==> src/rtl/cpu_pkg.sv <==
// cpu_pkg: constants and types shared across the CPU datapath.
//   - R-type funct codes for the HI/LO instruction group
//   - state encoding for the iterative multiply/divide unit
package cpu_pkg;

    localparam logic [5:0] FUNCT_MFHI  = 6'h10;
    localparam logic [5:0] FUNCT_MTHI  = 6'h11;
    localparam logic [5:0] FUNCT_MFLO  = 6'h12;
    localparam logic [5:0] FUNCT_MTLO  = 6'h13;
    localparam logic [5:0] FUNCT_MULTU = 6'h19;
    localparam logic [5:0] FUNCT_DIVU  = 6'h1B;

    typedef enum logic [1:0] {
        MD_IDLE = 2'd0,
        MD_MUL  = 2'd1,
        MD_DIV  = 2'd2,
        MD_DONE = 2'd3
    } muldiv_state_e;

endpackage

==> src/rtl/ex_muldiv.sv <==
// ex_muldiv: iterative unsigned multiply/divide unit in the EX stage.
// Owns the architectural HI/LO registers.
// Ports:
//   clk, rst     clock; synchronous active-high reset
//   valid_in     ID/EX holds a live R-type instruction
//   funct_in     ID/EX funct field
//   rs_val       dividend / multiplicand / MTHI-MTLO source
//   rt_val       divisor / multiplier
//   busy         combinational stall request to the hazard unit
//   done         one-cycle pulse when a MULTU/DIVU result lands in HI/LO
//   div0         sticky divide-by-zero flag, cleared by next MULTU/DIVU
//   hi, lo       HI/LO register outputs
module ex_muldiv #(
    parameter int unsigned WIDTH = 32
) (
    input  logic             clk,
    input  logic             rst,
    input  logic             valid_in,
    input  logic [5:0]       funct_in,
    input  logic [WIDTH-1:0] rs_val,
    input  logic [WIDTH-1:0] rt_val,
    output logic             busy,
    output logic             done,
    output logic             div0,
    output logic [WIDTH-1:0] hi,
    output logic [WIDTH-1:0] lo
);
    import cpu_pkg::*;

    localparam int unsigned CW = (WIDTH > 1) ? $clog2(WIDTH) : 1;
    localparam logic [CW-1:0] LAST = CW'(WIDTH - 1);

    muldiv_state_e state_q, state_d;
    logic [2*WIDTH-1:0] acc_q, acc_d;        // product accumulator / remainder:quotient
    logic [WIDTH-1:0]   mcand_q, mcand_d;    // multiplicand, or divisor during DIVU
    logic [WIDTH-1:0]   mplier_q, mplier_d;
    logic [CW-1:0]      count_q, count_d;
    logic [WIDTH-1:0]   hi_q, hi_d, lo_q, lo_d;
    logic               div0_q, div0_d, done_q, done_d;

    logic               is_mul, is_div, rt_zero;
    logic [WIDTH:0]     mul_sum;
    logic [2*WIDTH-1:0] mul_acc;
    logic [WIDTH:0]     div_up, div_trial;
    logic [2*WIDTH-1:0] div_rem;

    always_comb begin
        is_mul  = (funct_in == FUNCT_MULTU);
        is_div  = (funct_in == FUNCT_DIVU);
        rt_zero = (rt_val == '0);

        // Multiply step: add into upper half with carry, then shift the whole
        // {carry, acc} right so the carry drops into the top bit.
        mul_sum = {1'b0, acc_q[2*WIDTH-1:WIDTH]}
                + (mplier_q[0] ? {1'b0, mcand_q} : '0);
        mul_acc = {mul_sum, acc_q[WIDTH-1:1]};

        // Restoring divide step: the bit shifted out of the upper half is kept
        // as bit WIDTH of the trial, so its sign bit is a valid borrow flag.
        div_up    = acc_q[2*WIDTH-1:WIDTH-1];
        div_trial = div_up - {1'b0, mcand_q};
        div_rem   = div_trial[WIDTH]
                  ? {acc_q[2*WIDTH-2:0], 1'b0}
                  : {div_trial[WIDTH-1:0], acc_q[WIDTH-2:0], 1'b1};

        state_d  = state_q;
        acc_d    = acc_q;
        mcand_d  = mcand_q;
        mplier_d = mplier_q;
        count_d  = count_q;
        hi_d     = hi_q;
        lo_d     = lo_q;
        div0_d   = div0_q;
        done_d   = 1'b0;
        busy     = 1'b0;

        unique case (state_q)
            MD_IDLE: begin
                if (valid_in) begin
                    if (is_mul) begin
                        busy     = 1'b1;
                        mcand_d  = rs_val;
                        mplier_d = rt_val;
                        acc_d    = '0;
                        count_d  = '0;
                        div0_d   = 1'b0;
                        state_d  = MD_MUL;
                    end else if (is_div) begin
                        if (!rt_zero) begin
                            busy    = 1'b1;
                            mcand_d = rt_val;
                            acc_d   = {{WIDTH{1'b0}}, rs_val};
                            count_d = '0;
                            div0_d  = 1'b0;
                            state_d = MD_DIV;
                        end else begin
                            hi_d   = rs_val;
                            lo_d   = '1;
                            div0_d = 1'b1;
                            done_d = 1'b1;
                        end
                    end else if (funct_in == FUNCT_MTHI) begin
                        hi_d = rs_val;
                    end else if (funct_in == FUNCT_MTLO) begin
                        lo_d = rs_val;
                    end
                end
            end
            MD_MUL: begin
                busy     = 1'b1;
                acc_d    = mul_acc;
                mplier_d = mplier_q >> 1;
                count_d  = count_q + CW'(1);
                if (count_q == LAST) begin
                    hi_d    = mul_acc[2*WIDTH-1:WIDTH];
                    lo_d    = mul_acc[WIDTH-1:0];
                    done_d  = 1'b1;
                    state_d = MD_DONE;
                end
            end
            MD_DIV: begin
                busy    = 1'b1;
                acc_d   = div_rem;
                count_d = count_q + CW'(1);
                if (count_q == LAST) begin
                    hi_d    = div_rem[2*WIDTH-1:WIDTH];
                    lo_d    = div_rem[WIDTH-1:0];
                    done_d  = 1'b1;
                    state_d = MD_DONE;
                end
            end
            // The issuing instruction is still in ID/EX here; ignore it.
            MD_DONE: state_d = MD_IDLE;
            default: state_d = MD_IDLE;
        endcase
    end

    always_ff @(posedge clk) begin
        if (rst) begin
            state_q  <= MD_IDLE;
            acc_q    <= '0;
            mcand_q  <= '0;
            mplier_q <= '0;
            count_q  <= '0;
            hi_q     <= '0;
            lo_q     <= '0;
            div0_q   <= 1'b0;
            done_q   <= 1'b0;
        end else begin
            state_q  <= state_d;
            acc_q    <= acc_d;
            mcand_q  <= mcand_d;
            mplier_q <= mplier_d;
            count_q  <= count_d;
            hi_q     <= hi_d;
            lo_q     <= lo_d;
            div0_q   <= div0_d;
            done_q   <= done_d;
        end
    end

    assign done = done_q;
    assign div0 = div0_q;
    assign hi   = hi_q;
    assign lo   = lo_q;

endmodule

==> config.mk <==
export PLATFORM = sky130hd
export DESIGN_NAME = ex_muldiv
export DESIGN_NICKNAME = d
export VERILOG_FILES = /design/src/rtl/cpu_pkg.sv /design/src/rtl/ex_muldiv.sv
export SDC_FILE = /design/constraint.sdc
export NUM_CORES = 1
export LEC_CHECK = 0
export CORE_UTILIZATION = 31
export CTS_BUF_LIST = sky130_fd_sc_hd__clkbuf_16
export DETAILED_ROUTE_END_ITERATION = 6
export GPL_ROUTABILITY_DRIVEN = 1
export PLACE_DENSITY = 0.5
export SYNTH_ARGS = -nofsm -noshare
export SYNTH_HDL_FRONTEND = slang
export SYNTH_SLANG_ARGS = --single-unit
==> constraint.sdc <==
create_clock -name clk -period 7.3 [get_ports clk]
set_input_delay 1.095 -clock clk [delete_from_list [all_inputs] [get_ports clk]]
set_output_delay 1.095 -clock clk [all_outputs]
set_load 0.01 [all_outputs]
# Yosys cells after proc, flatten, opt, wreduce, memory -nomap -nowiden
# Index checks and enable logic that the tools add are counted.
# totals
regBits	201
word_cells	102
out_inout_bits	67
inputBits	73
# op_classes
n_addsub	3
n_eq_ne	21
mux	54
n_reduce_logical	15
# op_table
operator	count
$mux W32	21
$mux W64	5
$pmux W32 S3	2
$pmux W64 S3	1
$pmux W32 S2	1
$add A32 B32 Y33	1
$sub A33 B32 Y33	1
$logic_not A32 Y1	1
$eq A6 B5 Y1 const B	4
$mux W5	4
$ne A3 B3 Y1 const B	6
$reduce_and A4 Y1	4
$ne A2 B2 Y1 const B	6
$mux W1	11
$mux W2	5
$pmux W5 S2	1
$reduce_and A8 Y1	1
$reduce_and A7 Y1	1
$pmux W2 S3	1
$reduce_and A3 Y1	2
$reduce_bool A2 Y1	3
$add A5 B1 Y5 const B	1
$eq A5 B5 Y1 const B	1
$eq A2 B2 Y1 const B	2
6 further kinds	7

# Depth between registers and ports, before layout
# logic_depth
ltp_word	7
depth_mapped	15
ltp_nobuf	13

# Worst setup path after synthesis
# OpenSTA, ideal clock, no wires.
# synth_path
path_kind	input to output
start	input funct_in[2]
end	output busy
stages	7
slack_ns	3.421
arrival_ns	2.784
path_cell_list	nor4bb_1 > nand2_1 > nor3_1 > clkbuf_1 > buf_1 > nor2_1 > nor2_1
# synth_via
elab_chain_cells	5
elab_cells_between_ends	6
classes_between	eq/ne (2); mux (4)
# synth_rtl
element	line	text
start: declaration	ex_muldiv.sv:19	input logic [5:0] funct_in,
$eq A6 B5 Y1	ex_muldiv.sv:49	is_div = (funct_in == FUNCT_DIVU);
$mux W1	ex_muldiv.sv:88	end else if (is_div) begin
$mux W1 *	ex_muldiv.sv:80	if (is_mul) begin
$mux W1 *	ex_muldiv.sv:79	if (valid_in) begin
$pmux W1 S2 *	ex_muldiv.sv:77	unique case (state_q)
end: declaration	ex_muldiv.sv:22	output logic busy,
# Every way passes the cells marked *; elsewhere a longest branch is shown, timed or not.

# Final worst setup path
# layout_path
start	input funct_in[4]
end	output busy
# The elaborated chain is that of the path after synthesis.

==> flow_summary.json <==
{
  "ios": 140,
  "die_h_um": 208.2,
  "cts_sinks": 201,
  "reg2reg_depth": 14,
  "grt_max_degree": 77,
  "final_util_pct": 37.61,
  "synth_top_area_share_pct": 30.52,
  "dieArea_sq_mm": 0.04336,
  "antennaDiodeCount": 0,
  "drc": 0,
  "synth-edff-count": 0,
  "worst-setup-path-type": "primary input to output port",
  "finalCriticalPeriod_ns": 4.832,
  "relSlewSlack_pct": 20.31,
  "fin_skew_ns": 0.01529,
  "seq_area_frac_synth_pct": 30.52,
  "ir_drop_mv": 0.2115,
  "timing.rr.end": "hi[13]$_SDFFE_PP0P_",
  "endpoint": "busy",
  "ctsResizeCount": 0,
  "path_max_fanout": 10,
  "fin_crit_sh_pct": 66.19,
  "p_per_area_mw_per_mm2": 314.1,
  "viasPerCell": 5.641,
  "drv_slew": 0,
  "fmax_ghz": 0.2070,
  "area_growth_pct": 19.66,
  "critPathCaptureType": "output port",
  "firstDrtPassIters": 7,
  "hold_viol_final": 0,
  "drive_above_1_share_pct": 5.480,
  "track_usage_pct": 23.04,
  "ys.flop_type": "dfxtp_1",
  "cts_made_buffers": 25,
  "whs_ns": 0.4908,
  "vias": 13030,
  "netlist_instances": 1686,
  "required_ns": 6.20,
  "antenna_found_initial": 2,
  "clock_latency_ns": 0.53,
  "yosys.area.top_type": "dfxtp_1",
  "rsz0062_at_grt": "no",
  "status": "complete, no violations",
  "ctsHoldBuffers": 0,
  "grt_use_met2_pct": 35.75,
  "synthArstFlopShare_pct": 0,
  "finalSetupTns_ns": 0,
  "cts_root_buf": "clkbuf_16",
  "grt_pass1_vias": 12540,
  "grt-busiest-layer": "met2",
  "maxCapViolCount": 0,
  "antenna_left": 0,
  "grt_use_met1_pct": 32.45,
  "finalWeightedCongestion": 0.8970,
  "port_buffers": 139,
  "finalNetCount": 1900,
  "reg2reg_from": "acc_q[31]$_SDFFE_PP0P_",
  "hp-class": "register to register",
  "synth_area_leaders": "dfxtp_1, ha_1, nor2_1",
  "clockBufferDepth": 3,
  "syn_area_sq_mm": 0.01319,
  "placementRows": 75,
  "synth_seq_cells": 201,
  "setup_violations": 0,
  "tightest_slew_ns": 1.180,
  "critPathArrivalTime_ns": 3.74,
  "finalPower_mw": 4.956,
  "rrSetupSlack_ns": 2.65,
  "cts_setup_buffers": 0,
  "core_area_sq_mm": 0.04195,
  "cts_tree": "yes",
  "synth.distinct_cells": 82,
  "hp-start": "hi[5]$_SDFFE_PP0P_",
  "start_util_pct": 31.43,
  "die_x_um": 208.2,
  "crit_start": "funct_in[4]",
  "avgRoutedWirePerCell_um": 22.16,
  "use_met3_pct": 2.853,
  "grt_first_pass_wirelength_mm": 77.22,
  "cellLeakagePower_nw": 5.892,
  "drt_wl_total_mm": 51.16,
  "first_iter_violations": 1018,
  "htreeDepth": 1,
  "postSynthAreaPerCell_sq_um": 7.820,
  "gr-total-overflow": 0,
  "clkTransAtPathRegs_ns": 0.06,
  "syn-num-nets": 1832,
  "dpl.hpwl_mm": 37.74,
  "yosys_warnings": 0,
  "critPathLaunchType": "primary input"
}
[how the worst min path moves through the flow]
| stage | to | slack, ns | depth (start not counted) |
|---|---|---|---|
| finish | hi[5]$_SDFFE_PP0P_ | 0.49 | 2 |
| global route | div0$_SDFFE_PP0P_ | 0.50 | 2 |
| CTS | div0$_SDFFE_PP0P_ | 0.49 | 2 |
| detailed placement | div0$_SDFFE_PP0P_ | 0.47 | 2 |
| global placement | count_q[4]$_SDFFE_PP0P_ | 0.47 | 2 |
| floorplan | mplier_q[31]$_SDFFE_PP0P_ | 0.45 | 2 |
[through the flow]
step           worst slack, ns  cell area, sq um  cells
2_1_floorplan            3.421             13190   1686
3_3_place_gp             2.499             15000   2266
3_5_place_dp             2.384             15000   2266
4_1_cts                  2.546             15780   2309
5_1_grt                  2.359             15780   2309
6_report                 2.468             15780   2309
[layout make-up]
class,count,area (sq um)
fillers,4313,26170
multi-input cells,1308,8548
flip-flops and latches,201,4024
repair buffers,157,1524
well taps,539,674.4
clock buffers,25,625.6
inverters,61,229.0
clock inverters,18,152.6
[logic make-up after synthesis]
family	count (synthesis)	share of synthesized area (%)
multiplexers	59	4.583
AO/OA/AOI/OAI	572	30.19
buffers and inverters	177	5.371
AND/OR/NAND/NOR	549	18.59
adder cells (fa/ha/maj)	73	7.041
flip-flops	201	30.52
XOR/XNOR	55	3.710
[per-layer routing]
metal | share of wire [%] | wire [um]
met1 | 46 | 23770
met2 | 44 | 22470
met3 | 6.2 | 3164
met4 | 3.4 | 1761
met5 | 0 | 0
[cell usage in the layout (no fill, tap or decap), drive strengths merged, types with 15 or more instances in the layout]
cell type,count
nor3,25
ha,71
dfxtp,201
a211oi,60
xnor2,37
a311oi,38
a31oi,31
clkdlybuf4s50,138
o211ai,19
o21ai,118
a21oi,113
nand3,19
buf,19
inv,65
and2,34
a22o,26
nor2b,15
xor2,18
mux2i,51
a21o,26
nand2,193
nor2,195
a22oi,20
clkbuf,25
[worst max-delay path, stage by stage]
cell	delay [ns]
clkdlybuf4s50_1	0.44
nor4bb_1	0.67
nand2_1	0.43
nor3_2	0.31
nor2_1	0.06
nor2_1	0.16
clkdlybuf4s50_1	0.57
[state kept, by name, summed over array words and instances, names as in the netlist]
| name | cells |
|---|---|
| count_q | 5 |
| lo | 32 |
| div0 | 1 |
| done | 1 |
| hi | 32 |
| state_q | 2 |
| acc_q | 64 |
| mplier_q | 32 |
| mcand_q | 32 |
[report_power, final]
| part | total [mW] | switching [mW] | internal, mW |
|---|---|---|---|
| Sequential | 1.47 | 0.157 | 1.31 |
| Clock | 1.21 | 0.491 | 0.721 |
| Combinational | 2.28 | 1.46 | 0.817 |
[synth_stat cells (36+ instances only)]
library cell  count
a211oi_1         60
a21oi_1         112
a311oi_1         36
clkbuf_1         97
dfxtp_1         201
ha_1             71
inv_1            59
mux2i_1          51
nand2_1         193
nor2_1          195
o21ai_0         116
xnor2_1          36
Note: power is estimated with default switching activity, not from simulation.
